===== config.mk =====
export PLATFORM = sky130hd
export DESIGN_NAME = gate_arbiter
export DESIGN_NICKNAME = d
export VERILOG_FILES = /design/src/rtl/gate_pkg.sv /design/src/rtl/gate_arbiter_tick_timer.sv /design/src/rtl/gate_arbiter.sv
export SDC_FILE = /design/constraint.sdc
export NUM_CORES = 1
export LEC_CHECK = 0
export ABC_AREA = 1
export CELL_PAD_IN_SITES_DETAIL_PLACEMENT = 0
export CELL_PAD_IN_SITES_GLOBAL_PLACEMENT = 1
export CORE_ASPECT_RATIO = 2
export CORE_MARGIN = 2
export CORE_UTILIZATION = 36
export CTS_CLUSTER_SIZE = 28
export DETAILED_ROUTE_END_ITERATION = 8
export GPL_ROUTABILITY_DRIVEN = 0
export HOLD_SLACK_MARGIN = 0.1
export PLACE_DENSITY_LB_ADDON = 0.1
export SLEW_MARGIN = 30
export SYNTH_ARGS = -nofsm -noshare
export SYNTH_HDL_FRONTEND = slang
export SYNTH_SLANG_ARGS = --single-unit

===== constraint.sdc =====
create_clock -name i_clock -period 1.7 [get_ports i_clock]
set_clock_uncertainty 0.1 [all_clocks]
set_input_delay 0.34 -clock i_clock [delete_from_list [all_inputs] [get_ports i_clock]]
set_output_delay 0.34 -clock i_clock [all_outputs]
set_load 0.01 [all_outputs]

===== src/rtl/gate_pkg.sv =====
// Shared types and constants for the parking barrier arbiter.
//   state_t   : barrier sequencing states
//   ST_*      : status codes driven to the RGB decoder / 7-segment mux
//   DIR_*     : served direction encoding used by the round-robin pointer
package gate_pkg;

    localparam int unsigned STATUS_W = 3;

    typedef enum logic [2:0] {
        S_IDLE  = 3'd0,
        S_OPEN  = 3'd1,
        S_PASS  = 3'd2,
        S_HOLD  = 3'd3,
        S_MAINT = 3'd4
    } state_t;

    localparam logic [STATUS_W-1:0] ST_IDLE  = 3'd0;
    localparam logic [STATUS_W-1:0] ST_IN    = 3'd1;
    localparam logic [STATUS_W-1:0] ST_OUT   = 3'd2;
    localparam logic [STATUS_W-1:0] ST_PASS  = 3'd3;
    localparam logic [STATUS_W-1:0] ST_HOLD  = 3'd4;
    localparam logic [STATUS_W-1:0] ST_FULL  = 3'd5;
    localparam logic [STATUS_W-1:0] ST_MAINT = 3'd6;

    localparam logic DIR_IN  = 1'b0;
    localparam logic DIR_OUT = 1'b1;

    // Status shown while the barrier is closed and idle.
    function automatic logic [STATUS_W-1:0] idle_status(input logic full);
        return full ? ST_FULL : ST_IDLE;
    endfunction

endpackage


===== src/rtl/gate_arbiter_tick_timer.sv =====
// Tick-driven counter shared by the OPEN and HOLD timeouts.
//   i_clock, i_reset : clock, async active-high reset
//   i_clear          : synchronous clear (priority over tick)
//   i_tick           : count enable pulse
//   i_limit          : terminal value to compare against
//   o_match_c        : combinational, counter equals i_limit
module tick_timer #(
    parameter int unsigned TW = 5
) (
    input  logic          i_clock,
    input  logic          i_reset,
    input  logic          i_clear,
    input  logic          i_tick,
    input  logic [TW-1:0] i_limit,
    output logic          o_match_c
);

    logic [TW-1:0] r_cnt;

    always_ff @(posedge i_clock or posedge i_reset) begin
        if (i_reset) begin
            r_cnt <= '0;
        end else if (i_clear) begin
            r_cnt <= '0;
        end else if (i_tick) begin
            r_cnt <= r_cnt + TW'(1);
        end
    end

    assign o_match_c = (r_cnt == i_limit);

endmodule


===== src/rtl/gate_arbiter.sv =====
// Parking barrier arbiter: round-robin entry/exit service, occupancy count
// with capacity limit, open/hold timeouts and maintenance override.
//   i_clock, i_reset        : clock, async active-high reset
//   i_tick                  : slow enable pulse from the divider
//   i_req_in, i_req_out     : entry (access granted) / exit (button) requests
//   i_sensor                : vehicle under the barrier
//   i_maint                 : maintenance override
//   o_gate_open             : barrier open command
//   o_gnt_in, o_gnt_out     : direction currently served
//   o_full, o_count         : occupancy
//   o_status                : display / RGB code
//   o_timeout_evt           : one-cycle pulse when an OPEN times out
module gate_arbiter
    import gate_pkg::*;
#(
    parameter int unsigned CAPACITY = 9,
    parameter int unsigned CW       = 4,
    parameter int unsigned OPEN_T   = 10,
    parameter int unsigned HOLD_T   = 3,
    parameter int unsigned TW       = 5
) (
    input  logic                i_clock,
    input  logic                i_reset,
    input  logic                i_tick,
    input  logic                i_req_in,
    input  logic                i_req_out,
    input  logic                i_sensor,
    input  logic                i_maint,
    output logic                o_gate_open,
    output logic                o_gnt_in,
    output logic                o_gnt_out,
    output logic                o_full,
    output logic [CW-1:0]       o_count,
    output logic [STATUS_W-1:0] o_status,
    output logic                o_timeout_evt
);

    localparam logic [CW-1:0] CAP_CNT  = CW'(CAPACITY);
    localparam logic [TW-1:0] OPEN_LIM = TW'(OPEN_T - 1);
    localparam logic [TW-1:0] HOLD_LIM = TW'(HOLD_T - 1);

    state_t                r_state;
    logic                  r_last_dir;
    logic                  r_gate_open;
    logic                  r_gnt_in;
    logic                  r_gnt_out;
    logic                  r_full;
    logic [CW-1:0]         r_count;
    logic [STATUS_W-1:0]   r_status;
    logic                  r_timeout_evt;

    logic                  w_in_ok;
    logic                  w_out_ok;
    logic                  w_match;
    logic                  w_tmr_clr;
    logic [TW-1:0]         w_limit;
    logic [CW-1:0]         w_count_nxt;
    logic                  w_full_nxt;

    assign w_in_ok  = i_req_in & ~r_full;
    assign w_out_ok = i_req_out & (r_count != '0);

    // Timer only runs in OPEN/HOLD; it is zeroed whenever those states are
    // left or not occupied, so it is always 0 on entry to either.
    assign w_limit   = (r_state == S_HOLD) ? HOLD_LIM : OPEN_LIM;
    assign w_tmr_clr = i_maint | i_sensor | (i_tick & w_match)
                     | ~((r_state == S_OPEN) | (r_state == S_HOLD));

    tick_timer #(.TW(TW)) u_timer (
        .i_clock   (i_clock),
        .i_reset   (i_reset),
        .i_clear   (w_tmr_clr),
        .i_tick    (i_tick),
        .i_limit   (w_limit),
        .o_match_c (w_match)
    );

    // Occupancy update on the falling sensor edge in PASS; maintenance wins.
    always_comb begin
        w_count_nxt = r_count;
        if (!i_maint && (r_state == S_PASS) && !i_sensor) begin
            if (r_last_dir == DIR_IN) begin
                if (r_count != CAP_CNT) w_count_nxt = r_count + CW'(1);
            end else begin
                if (r_count != '0) w_count_nxt = r_count - CW'(1);
            end
        end
    end

    assign w_full_nxt = (w_count_nxt == CAP_CNT);

    // Barrier sequencer with registered outputs.
    always_ff @(posedge i_clock or posedge i_reset) begin
        if (i_reset) begin
            r_state       <= S_IDLE;
            r_last_dir    <= DIR_OUT;   // entry wins the first tie
            r_gate_open   <= 1'b0;
            r_gnt_in      <= 1'b0;
            r_gnt_out     <= 1'b0;
            r_full        <= 1'b0;
            r_count       <= '0;
            r_status      <= ST_IDLE;
            r_timeout_evt <= 1'b0;
        end else begin
            r_count       <= w_count_nxt;
            r_full        <= w_full_nxt;
            r_timeout_evt <= 1'b0;
            if (i_maint) begin
                r_state     <= S_MAINT;
                r_gate_open <= 1'b1;
                r_gnt_in    <= 1'b0;
                r_gnt_out   <= 1'b0;
                r_status    <= ST_MAINT;
            end else begin
                case (r_state)
                    S_IDLE: begin
                        if (w_in_ok && (!w_out_ok || (r_last_dir == DIR_OUT))) begin
                            r_state     <= S_OPEN;
                            r_gate_open <= 1'b1;
                            r_gnt_in    <= 1'b1;
                            r_last_dir  <= DIR_IN;
                            r_status    <= ST_IN;
                        end else if (w_out_ok) begin
                            r_state     <= S_OPEN;
                            r_gate_open <= 1'b1;
                            r_gnt_out   <= 1'b1;
                            r_last_dir  <= DIR_OUT;
                            r_status    <= ST_OUT;
                        end else begin
                            r_status    <= idle_status(w_full_nxt);
                        end
                    end
                    S_OPEN: begin
                        if (i_sensor) begin
                            r_state  <= S_PASS;
                            r_status <= ST_PASS;
                        end else if (i_tick && w_match) begin
                            r_state       <= S_IDLE;
                            r_gate_open   <= 1'b0;
                            r_gnt_in      <= 1'b0;
                            r_gnt_out     <= 1'b0;
                            r_timeout_evt <= 1'b1;
                            r_status      <= idle_status(w_full_nxt);
                        end
                    end
                    S_PASS: begin
                        if (!i_sensor) begin
                            r_state  <= S_HOLD;
                            r_status <= ST_HOLD;
                        end
                    end
                    S_HOLD: begin
                        if (i_sensor) begin
                            r_state  <= S_PASS;
                            r_status <= ST_PASS;
                        end else if (i_tick && w_match) begin
                            r_state     <= S_IDLE;
                            r_gate_open <= 1'b0;
                            r_gnt_in    <= 1'b0;
                            r_gnt_out   <= 1'b0;
                            r_status    <= idle_status(w_full_nxt);
                        end
                    end
                    S_MAINT: begin
                        r_state     <= S_IDLE;
                        r_gate_open <= 1'b0;
                        r_status    <= idle_status(w_full_nxt);
                    end
                    default: begin
                        r_state     <= S_IDLE;
                        r_gate_open <= 1'b0;
                        r_gnt_in    <= 1'b0;
                        r_gnt_out   <= 1'b0;
                        r_status    <= ST_IDLE;
                    end
                endcase
            end
        end
    end

    assign o_gate_open   = r_gate_open;
    assign o_gnt_in      = r_gnt_in;
    assign o_gnt_out     = r_gnt_out;
    assign o_full        = r_full;
    assign o_count       = r_count;
    assign o_status      = r_status;
    assign o_timeout_evt = r_timeout_evt;

endmodule


Word level (Yosys, flattened, before mapping)
Cells that the tools add are included.
Operators by class
  add/sub/neg operators: 3
  multiplexer cells: 39
  reduce and logical (&&, ||, !) cells: 20
  bitwise operators: 10
  equality and inequality tests: 17
Operator list (count)
  2-to-1 mux 3 bit: 13
  2-to-1 mux 4 bit: 5
  2-to-1 mux 1 bit: 14
  inequality test 3 bit, second input constant: 4
  one-hot mux 3 bit (4 select lines): 1
  2-to-1 mux 5 bit: 2
  one-hot mux 1 bit (3 select lines): 3
  one-hot mux 3 bit (3 select lines): 1
  inequality test 4 bit, second input constant: 2
  AND reduction 4 bit: 2
  == test 3 x 2 -> 1 bit, second input constant: 2
  AND reduction 3 bit: 2
  adder 5 x 1 -> 5 bit, second input constant: 1
  == test 5 x 4 -> 1 bit: 1
  AND reduction 5 bit: 1
  adder 4 x 1 -> 4 bit, second input constant: 1
  == test 4 bit, second input constant: 1
  logical AND 1 bit: 4
  inequality test 4 x 1 -> 1 bit, second input constant: 1
  OR 1 bit: 4
  nonzero test 2 bit: 2
  nonzero test 4 bit: 1
  OR reduction 2 bit: 2
  subtractor 4 x 1 -> 4 bit, second input constant: 1
  other kinds (12): 18
Word-level totals
  word-level logic and storage cells: 99
  register bits after elaboration: 21
  input bits: 7
  output and inout bits: 12

Depth between registers and ports, before layout
Gate-level depths: netlist of the first run.
  depth in word-level cells: 10
  gate-level depth with buffers: 16

Modules after synthesis
Synthesis of the first run repeated with hierarchy kept, for this count alone.
Second synthesis, totals
  cells, all modules: 206
  area, all modules: 1455.1 µm²
By module, submodules not included
  gate_arbiter: instances 1, cells an instance 164, area an instance 1127.3 µm²
  tick_timer: instances 1, cells an instance 42, area an instance 327.8 µm²

Least setup slack after synthesis of the first run
No wires, ideal clock.
  path type: reg-to-reg
  start point: register r_count[0], in the netlist o_count[0]
  end point: register r_gnt_out, in the netlist o_gnt_out
  required time: 1475 ps
  path buffers: 0
  slack: -145 ps
  arrival: 1619 ps
  period minus slack after synthesis: 1845 ps
  cell stages (with the launch flop): 11
  cell sequence: dfrtp_1 -> inv_1 -> ha_1 -> nand2_2 -> inv_1 -> nor2_2 -> nand2_1 -> nand2_1 -> inv_1 -> nor4_1 -> o21ai_1
On the way
  longest elaborated chain between the ends: 7
  elaborated cells on any way between the ends: 8
  those cells by class: eq/ne (2); bitwise (1); reduce/logical (5)
Ends and longest elaborated chain
  start, declared: RTL line gate_arbiter.sv:48  | logic [CW-1:0] r_count;
  start signal, assigned: RTL line gate_arbiter.sv:105  | r_count <= w_count_nxt;
  nonzero test 4 bit *: RTL line gate_arbiter.sv:61  | assign w_out_ok = i_req_out & (r_count != '0);
  AND 1 bit *: RTL line gate_arbiter.sv:61
  logical NOT 1 bit: RTL line gate_arbiter.sv:117  | if (w_in_ok && (!w_out_ok || (r_last_dir == DIR_OUT))) begin
  logical OR 1 bit: RTL line gate_arbiter.sv:117
  logical AND 1 bit: RTL line gate_arbiter.sv:117
  inequality test 3 bit (no source line)
  AND reduction 5 bit (no source line) *
  end signal, assigned: RTL line gate_arbiter.sv:112  | r_gnt_out <= 1'b0;
  end signal, assigned: RTL line gate_arbiter.sv:126  | r_gnt_out <= 1'b1;
  end signal, assigned: RTL line gate_arbiter.sv:141  | r_gnt_out <= 1'b0;
  end, declared: RTL line gate_arbiter.sv:46  | logic r_gnt_out;
Every way passes the cells marked *; elsewhere a longest branch is shown, timed or not.
A chain may end at the register's enable or synchronous reset.

Final worst setup path of the first run
  start point: register r_count[0], in the netlist o_count[0]
  end point: register r_status[2], in the netlist o_status[2]
On the way
  longest elaborated chain between the ends: 10
  elaborated cells on any way between the ends: 20
  those cells by class: add/sub (2); eq/ne (2); mux (11); bitwise (1); reduce/logical (4)
Ends and longest elaborated chain
  adder 4 x 1 -> 4 bit (tied with other cells): RTL line gate_arbiter.sv:83  | if (r_count != CAP_CNT) w_count_nxt = r_count + CW'(1);
  2-to-1 mux 4 bit, on equally long branches: RTL line gate_arbiter.sv:83, gate_arbiter.sv:85
  2-to-1 mux 4 bit: RTL line gate_arbiter.sv:82  | if (r_last_dir == DIR_IN) begin
  2-to-1 mux 4 bit *: RTL line gate_arbiter.sv:81  | if (!i_maint && (r_state == S_PASS) && !i_sensor) begin
  via w_count_nxt[0]: RTL line gate_arbiter.sv:57  | logic [CW-1:0] w_count_nxt;
  == test 4 bit *: RTL line gate_arbiter.sv:90  | assign w_full_nxt = (w_count_nxt == CAP_CNT);
  via w_full_nxt: RTL line gate_arbiter.sv:58  | logic w_full_nxt;
  2-to-1 mux 3 bit *: RTL line gate_pkg.sv:30  | return full ? ST_FULL : ST_IDLE;
  2-to-1 mux 3 bit, on equally long branches: RTL line gate_arbiter.sv:137, gate_arbiter.sv:156, gate_arbiter.sv:123
  2-to-1 mux 3 bit, on equally long branches: RTL line gate_arbiter.sv:134, gate_arbiter.sv:117
  one-hot mux 3 bit (4 select lines) *: RTL line gate_arbiter.sv:115  | case (r_state)
  2-to-1 mux 3 bit *: RTL line gate_arbiter.sv:108  | if (i_maint) begin
  end signal, assigned: RTL line gate_arbiter.sv:143  | r_status <= idle_status(w_full_nxt);
  end signal, assigned: RTL line gate_arbiter.sv:161  | r_status <= idle_status(w_full_nxt);
  end signal, assigned: RTL line gate_arbiter.sv:167  | r_status <= idle_status(w_full_nxt);
  end, declared: RTL line gate_arbiter.sv:49  | logic [STATUS_W-1:0] r_status;
Mark *: on every way through the listed nets, which the timed path passes. The rest lies on a longest branch. The select of a mux whose other input is x is not followed.

==> metrics.txt, run 1 <==
fillers=between 400 and 500; total power=between 0.002 and 0.003 W; GRT Max-Usage Layer=met2; register bit total from synthesis=21; Tot GR Track Use=0.1667; Final Routed Wirelength=3727 um; Setup violations, final=5; Critical Path RT=1.80 ns; switch share=0.3891; total CTS buffers=3; CP startpoint=o_count[0]; Starting DRT DRC Count=37; Mapped Nets=roughly 210; RSZ-0062 raised after global routing=true; met1 Track Usage GR=0.2308; Yosys warning total=0; maximum VDD drop=~0.8 mV; DP HPWL=about 2700 um; Synth Cell Area=0.001475 mm^2; Tightest Pin Transition=0.3206 ns; status=finished with violations; nets=276; die area=0.004657 mm^2; die height=about 95 um; CTS tree=yes; DRT Pass-1 Iters=4; global route overflow=0; final hold viol count=0; Peak Freq=0.5624 GHz; CP Class=reg -> reg; Gate power share=0.595; Clock Latency Late Sink=0.26 ns; I/O Pins=19; sequential area share after synthesis=0.3571; Residual DRC=0; Tmin final=1.778 ns; Core Area=0.004005 mm^2; Starting Density=0.3683; clock share of power=0.129; CP arrival=approximately 1.9 ns; IO buf count=18; initial antenna violation count=0; Slew HR=0.7855; post-DR wirelength/cell=about 12 um; antenna cells=0; Routed Antenna Nets=0; Worst setup SP type=register; vias in the first global route=between 1000 and 1500; min-delay worst type=in -> async; Die W=49.27 um; failing checks=setup timing; maximum clock path buffer count=2; PwrDens=between 1000 and 1500 mW/mm^2; Fin Setup TNS=-0.2462 ns; Avg Inst Size Synth=7.376 um^2; Worst-path clk slew=0.07 ns; clk sinks=21; area grow syn2layout=57.93%; Internal Power=0.001535 W; Setup crit end kind=register; period utilisation layout=1.046; Post-CTS Hold Buffers=0; Lkg Pwr=1.142 nW; H-tree depth=1; Mapped Cells=200; MaxCap Viol Count=0; largest net degree at the start of global routing=22; row count=33; CTS root buf=clkbuf_8; RR Startpoint=o_count[0]; final max-slew violation count=0; commonest non-fill, non-tap cells in the layout=buf_4 (39), nand2_1 (38), inv_1 (28); GR Util met3=0.01582; share of layout cells above drive strength 1=0.4318; post-synth cell types=34; vias=1439; Via density=4.554; switching pwr=between 0.0009 and 0.001 W; first-pass GRT wire length=6113 um; worst setup margin=-0.07811 ns; grt met2 use=0.2635; most common cell after layout, fill and taps aside=buf_4; CP Max Fanout=4; sequential share of power=0.276
[stage by stage]
stage	setup slack (ns)	utilization	hold WS [ns]	cells	instance area, um^2
after floorplan	0.004059	-	0.2156	200	1500
after global placement	-0.3191	0.4936	0.3738	300	1977
after detailed placement	-0.3381	0.4936	0.3675	300	1977
after CTS	-0.07747	0.5323	0.3080	308	2132
after global routing	-0.2347	0.5817	0.3524	316	2330
final	-0.07811	0.5817	0.3023	316	2330
[per-layer routing]
metal / vias up / share of wire
met3: 7 / 0.029
met2: 30 / 0.49
met1: 647 / 0.46
met4: 0 / 0.024
li1: 755 / -
met5: - / 0
[area by class of cell]
type | count | area [um^2] | area share
timing repair buffer | 63 | 570.5 | 0.2449
inverter | 39 | 158.9 | 0.06821
sequential | 21 | 534.3 | 0.2293
clock buffer | 4 | 45.04 | 0.01933
tap | 52 | 65.06 | 0.02793
multi-input combinational | 137 | 955.9 | 0.4103
[synthesized netlist by cell type]
library cell  instances  area, um^2
a211oi_1              1       7.510
a21oi_1               6       30.03
a31oi_1               1       6.260
buf_2                 1       5.000
buf_4                 1       7.510
clkbuf_1              1       3.750
clkinv_1              1       3.750
dfrtp_1              20       500.5
dfstp_2               1       26.28
ha_1                  4       50.05
inv_1                32       120.1
inv_2                 5       18.77
inv_4                 1       6.260
nand2_1              46       172.7
nand2_2               6       37.54
nand2_4               2       22.52
nand3_1              19       95.09
nand3_2               1       10.01
nand3_4               2       35.03
nand4_1               7       43.79
nor2_1               17       63.81
nor2_2                2       12.51
nor2_4                5       56.30
nor2_8                1       20.02
nor3_4                1       16.27
nor4_1                1       6.260
o21a_1                1       7.510
o21ai_0               3       15.01
o21ai_1               4       20.02
o21ai_2               1       8.760
o22ai_1               1       6.260
o31ai_1               1       7.510
or2_0                 1       6.260
xor2_1                3       26.28
[path summary, 6_finish.rpt]
check,end,slack [ns],cells past startpoint
max,o_status[2],-0.08,15
min,u_timer.r_cnt[1],0.30,3
max reg2reg,o_status[2],-0.08,15
min reg2reg,o_status[0],0.39,2
max in group asynchronous,r_last_dir,0.93,3
min in group i_clock,r_state[2],0.37,2
[cell families (layout without fill, tap and decap cells)]
kind of cell | count (synthesis) | in the layout | synth area share
buffers and inverters | 42 | 106 | 0.1120
and+or+nand+nor | 111 | 111 | 0.4054
xor gates and xnor gates | 3 | 3 | 0.01781
AOI/OAI and AO/OA | 19 | 19 | 0.07380
DFF | 21 | 21 | 0.3571
adders and majority gates | 4 | 4 | 0.03393
[registers in the layout, indices dropped and copies added, names as in the netlist, 3 cells and up]
signal / flops
u_timer.r_cnt: 5
o_count: 4
o_status: 3
r_state: 3
[worst max-delay path, stage by stage, from the launching register on]
cell     delay (ns)
dfrtp_2        0.46
buf_12         0.14
ha_4           0.16
nand3_4        0.09
nand2_2        0.05
nand2_2        0.06
nand2_1        0.05
nand2_1        0.07
nand2_2        0.06
inv_2          0.06
nand2_2        0.05
nor2_4         0.12
nand2_1        0.07
nand4_1        0.09
nand2_1        0.05
inv_1          0.05
[repair_timing]
item | in CTS | in global routing
setup buffers | 4 | 8
pin swaps | 6 | 14
setup endpoints to repair | 13 | 12
resized for setup | 20 | 37
[power groups by stage]
stage	logic (W)	clock network (W)	registers, W
after floorplan	0.000641	0	0.000698
after global placement	0.00115	0	0.000718
after detailed placement	0.00115	0	0.000722
after CTS	0.00136	0.000342	0.000690
after global routing	0.00165	0.000352	0.000709
final	0.00149	0.000325	0.000693
Note: power is estimated with default switching activity, not from simulation.
==> inputs of run 2 (changes only) <==
Clock period 1.7 ns to 1.5 ns, I/O delays scaled along.
==> metrics.txt, run 2 (synthesized netlist as in run 1, its figures left out) <==
Core Area=0.004005 mm^2 (unchanged); status=finished with violations; CP Class=reg -> reg; crit path max-delay cell type=dfrtp_2; Final Hold Slack=0.1191 ns (-0.1832 ns); CP Buf/Inv Count=3 (unchanged); maximum VDD drop=1.223 mV (+53%); R2R depth=14 (-1); Core Util, Final=0.6064 (+0.02468); failing checks=setup timing; Routed Antenna Nets=0 (unchanged); RSZ-0062 raised after global routing=true; CP arrival=1.96 ns (+0.08 ns); CTS tree=yes; CP Max Fanout=5 (+1); area grow syn2layout=64.63%; final max-slew violation count=0 (unchanged); nets=291 (+5.4%); largest net degree at the start of global routing=12 (-45%); Post-CTS Hold Buffers=0 (unchanged); Starting Density=0.3683 (unchanged); row count=33 (unchanged); Peak Freq=0.5420 GHz (-3.6%); PwrDens=1195 mW/mm^2 (+11%); worst setup margin=-0.3450 ns (-0.2669 ns); Starting DRT DRC Count=22 (-41%); global route overflow=0 (unchanged); fillers=384 (-4.2%); Crit path top cell by count=nand2_2; initial antenna violation count=0 (unchanged); Via density=4.604 (+1.1%); Worst setup SP type=register; CTS root buf=clkbuf_8; max reg flops=5 (unchanged); vias=1524 (+5.9%); antenna cells=0 (unchanged); min-delay worst type=in -> async; clk sinks=21 (unchanged); Crit path max-delay family=simple AND/OR/NAND/NOR gates; Setup crit end kind=register; sequential cell area=534.3 um^2 (unchanged); multi-input combinational cell area=967.2 um^2 (+1.2%); Final Routed Wirelength=4053 um (+8.7%); Lkg Pwr=1.217 nW (+6.6%); vias in the first global route=1542 (+14%); Tot GR Track Use=0.1929 (+0.02616); period utilisation layout=1.230 (+0.1840); slowest stage delay, CP=0.47 ns (about the same); post-DR wirelength/cell=12.24 um (+3.8%); first-pass GRT wire length=6858 um (+12%); Die W=49.27 um (unchanged); MaxCap Viol Count=0 (unchanged); final hold viol count=0 (unchanged); share of layout cells above drive strength 1=0.5125 (+0.08073); die area=0.004657 mm^2 (unchanged); most common cell after layout, fill and taps aside=buf_4; H-tree depth=1 (unchanged); critical-path cell list=inv_2 > ha_4 > inv_2 > nand2_2 > nand2_2 > nand3_2 > nand2_2 > o21ai_2 > nand2_2 > nor2_4 > nand3_2 > nand4_1 > nand2_1 > inv_1; Tmin final=1.845 ns (+0.06688 ns); Tightest Pin Transition=0.2962 ns (-0.02445 ns); maximum clock path buffer count=2 (unchanged); DP HPWL=3046 um (+11%); Clock Latency Late Sink=0.27 ns (about the same); Biggest register=u_timer.r_cnt; IO buf count=18 (unchanged); Residual DRC=0 (unchanged); DRT Pass-1 Iters=4 (unchanged); Critical Path RT=1.61 ns (-0.19 ns); total CTS buffers=3 (unchanged); die height=94.53 um (unchanged); Slew HR=0.8025 (+0.01709); Worst-path clk slew=0.08 ns (about the same); Crit path depth=14 (-1); commonest non-fill, non-tap cells in the layout=buf_4 (53), nand2_1 (35), inv_1 (26); I/O Pins=19 (unchanged); Setup violations, final=16 (+11)
-- run 2: cell types whose count changed in the layout (fill, tap and decap cells not counted), moves of 2 or more --
| cell | change |
|---|---|
| buf_4 | +14 |
| buf_12 | -2 |
| dlygate4sd2_1 | +5 |
| buf_6 | +5 |
| inv_1 | -2 |
| nand3_1 | -4 |
| nand2_1 | -3 |
| nand2_2 | +3 |
| dlymetal6s2s_1 | -2 |
| clkdlybuf4s50_1 | -7 |
| nand3_2 | +5 |
-- run 2: per-layer routing --
layer	up-vias	wire, um	track usage
met2	26	2051	0.3119
li1	789	-	-
met5	-	0	0
met3	7	101	0.02057
met1	702	1793	0.2478
met4	0	106	0.1071
-- run 2: area by class of cell --
type | count | area share
Clock buffer | 4 | 0.01855
Inverter | 39 | 0.06595
Multi-Input combinational cell | 137 | 0.3982
Sequential cell | 21 | 0.2200
Tap cell | 52 | 0.02679
Timing Repair Buffer | 78 | 0.2705
-- run 2: final timing paths --
kind                              from            end  slack, ns
setup reg to reg            o_count[0]    o_status[2]      -0.34
hold reg to reg            o_status[1]    o_status[1]       0.38
max in group asynchronous      i_reset     r_last_dir       0.76
hold / removal                 i_reset  o_timeout_evt       0.12
min in group i_clock       o_status[1]    o_status[1]       0.38
setup / recovery            o_count[0]    o_status[2]      -0.34
-- run 2: power by group --
| group | internal [W] | leakage, nW | switching (W) |
|---|---|---|---|
| sequential | 0.000673 | 0.261 | 0.000133 |
| combinational | 0.000871 | 0.933 | 0.000840 |
| clock | 0.000190 | 0.0228 | 0.000195 |
-- run 2: what timing repair did --
| item | in CTS | in global routing |
|---|---|---|
| resized for setup | 50 | 28 |
| setup endpoints to repair | 24 | 20 |
| setup buffers | 13 | 1 |
| pin swaps | 10 | 15 |
-- run 2: stage by stage --
step,std cells,total power (W),instance area (um^2),setup TNS (ns),setup slack (ns)
after floorplan,200,0.001566,1524,-0.7141,-0.1531
after global placement,314,0.002196,2106,-5.751,-0.4924
after detailed placement,314,0.002194,2106,-5.956,-0.5243
after CTS,331,0.002857,2349,-2.104,-0.2954
after global routing,331,0.003122,2429,-3.790,-0.4758
final,331,0.002902,2429,-2.037,-0.3450
==> inputs of run 3 (changes only) <==
Settings changed: CAP_MARGIN set to 20.
==> results of run 3 <==
Same layout as run 2: the final DEF is identical, and so are final timing and power.
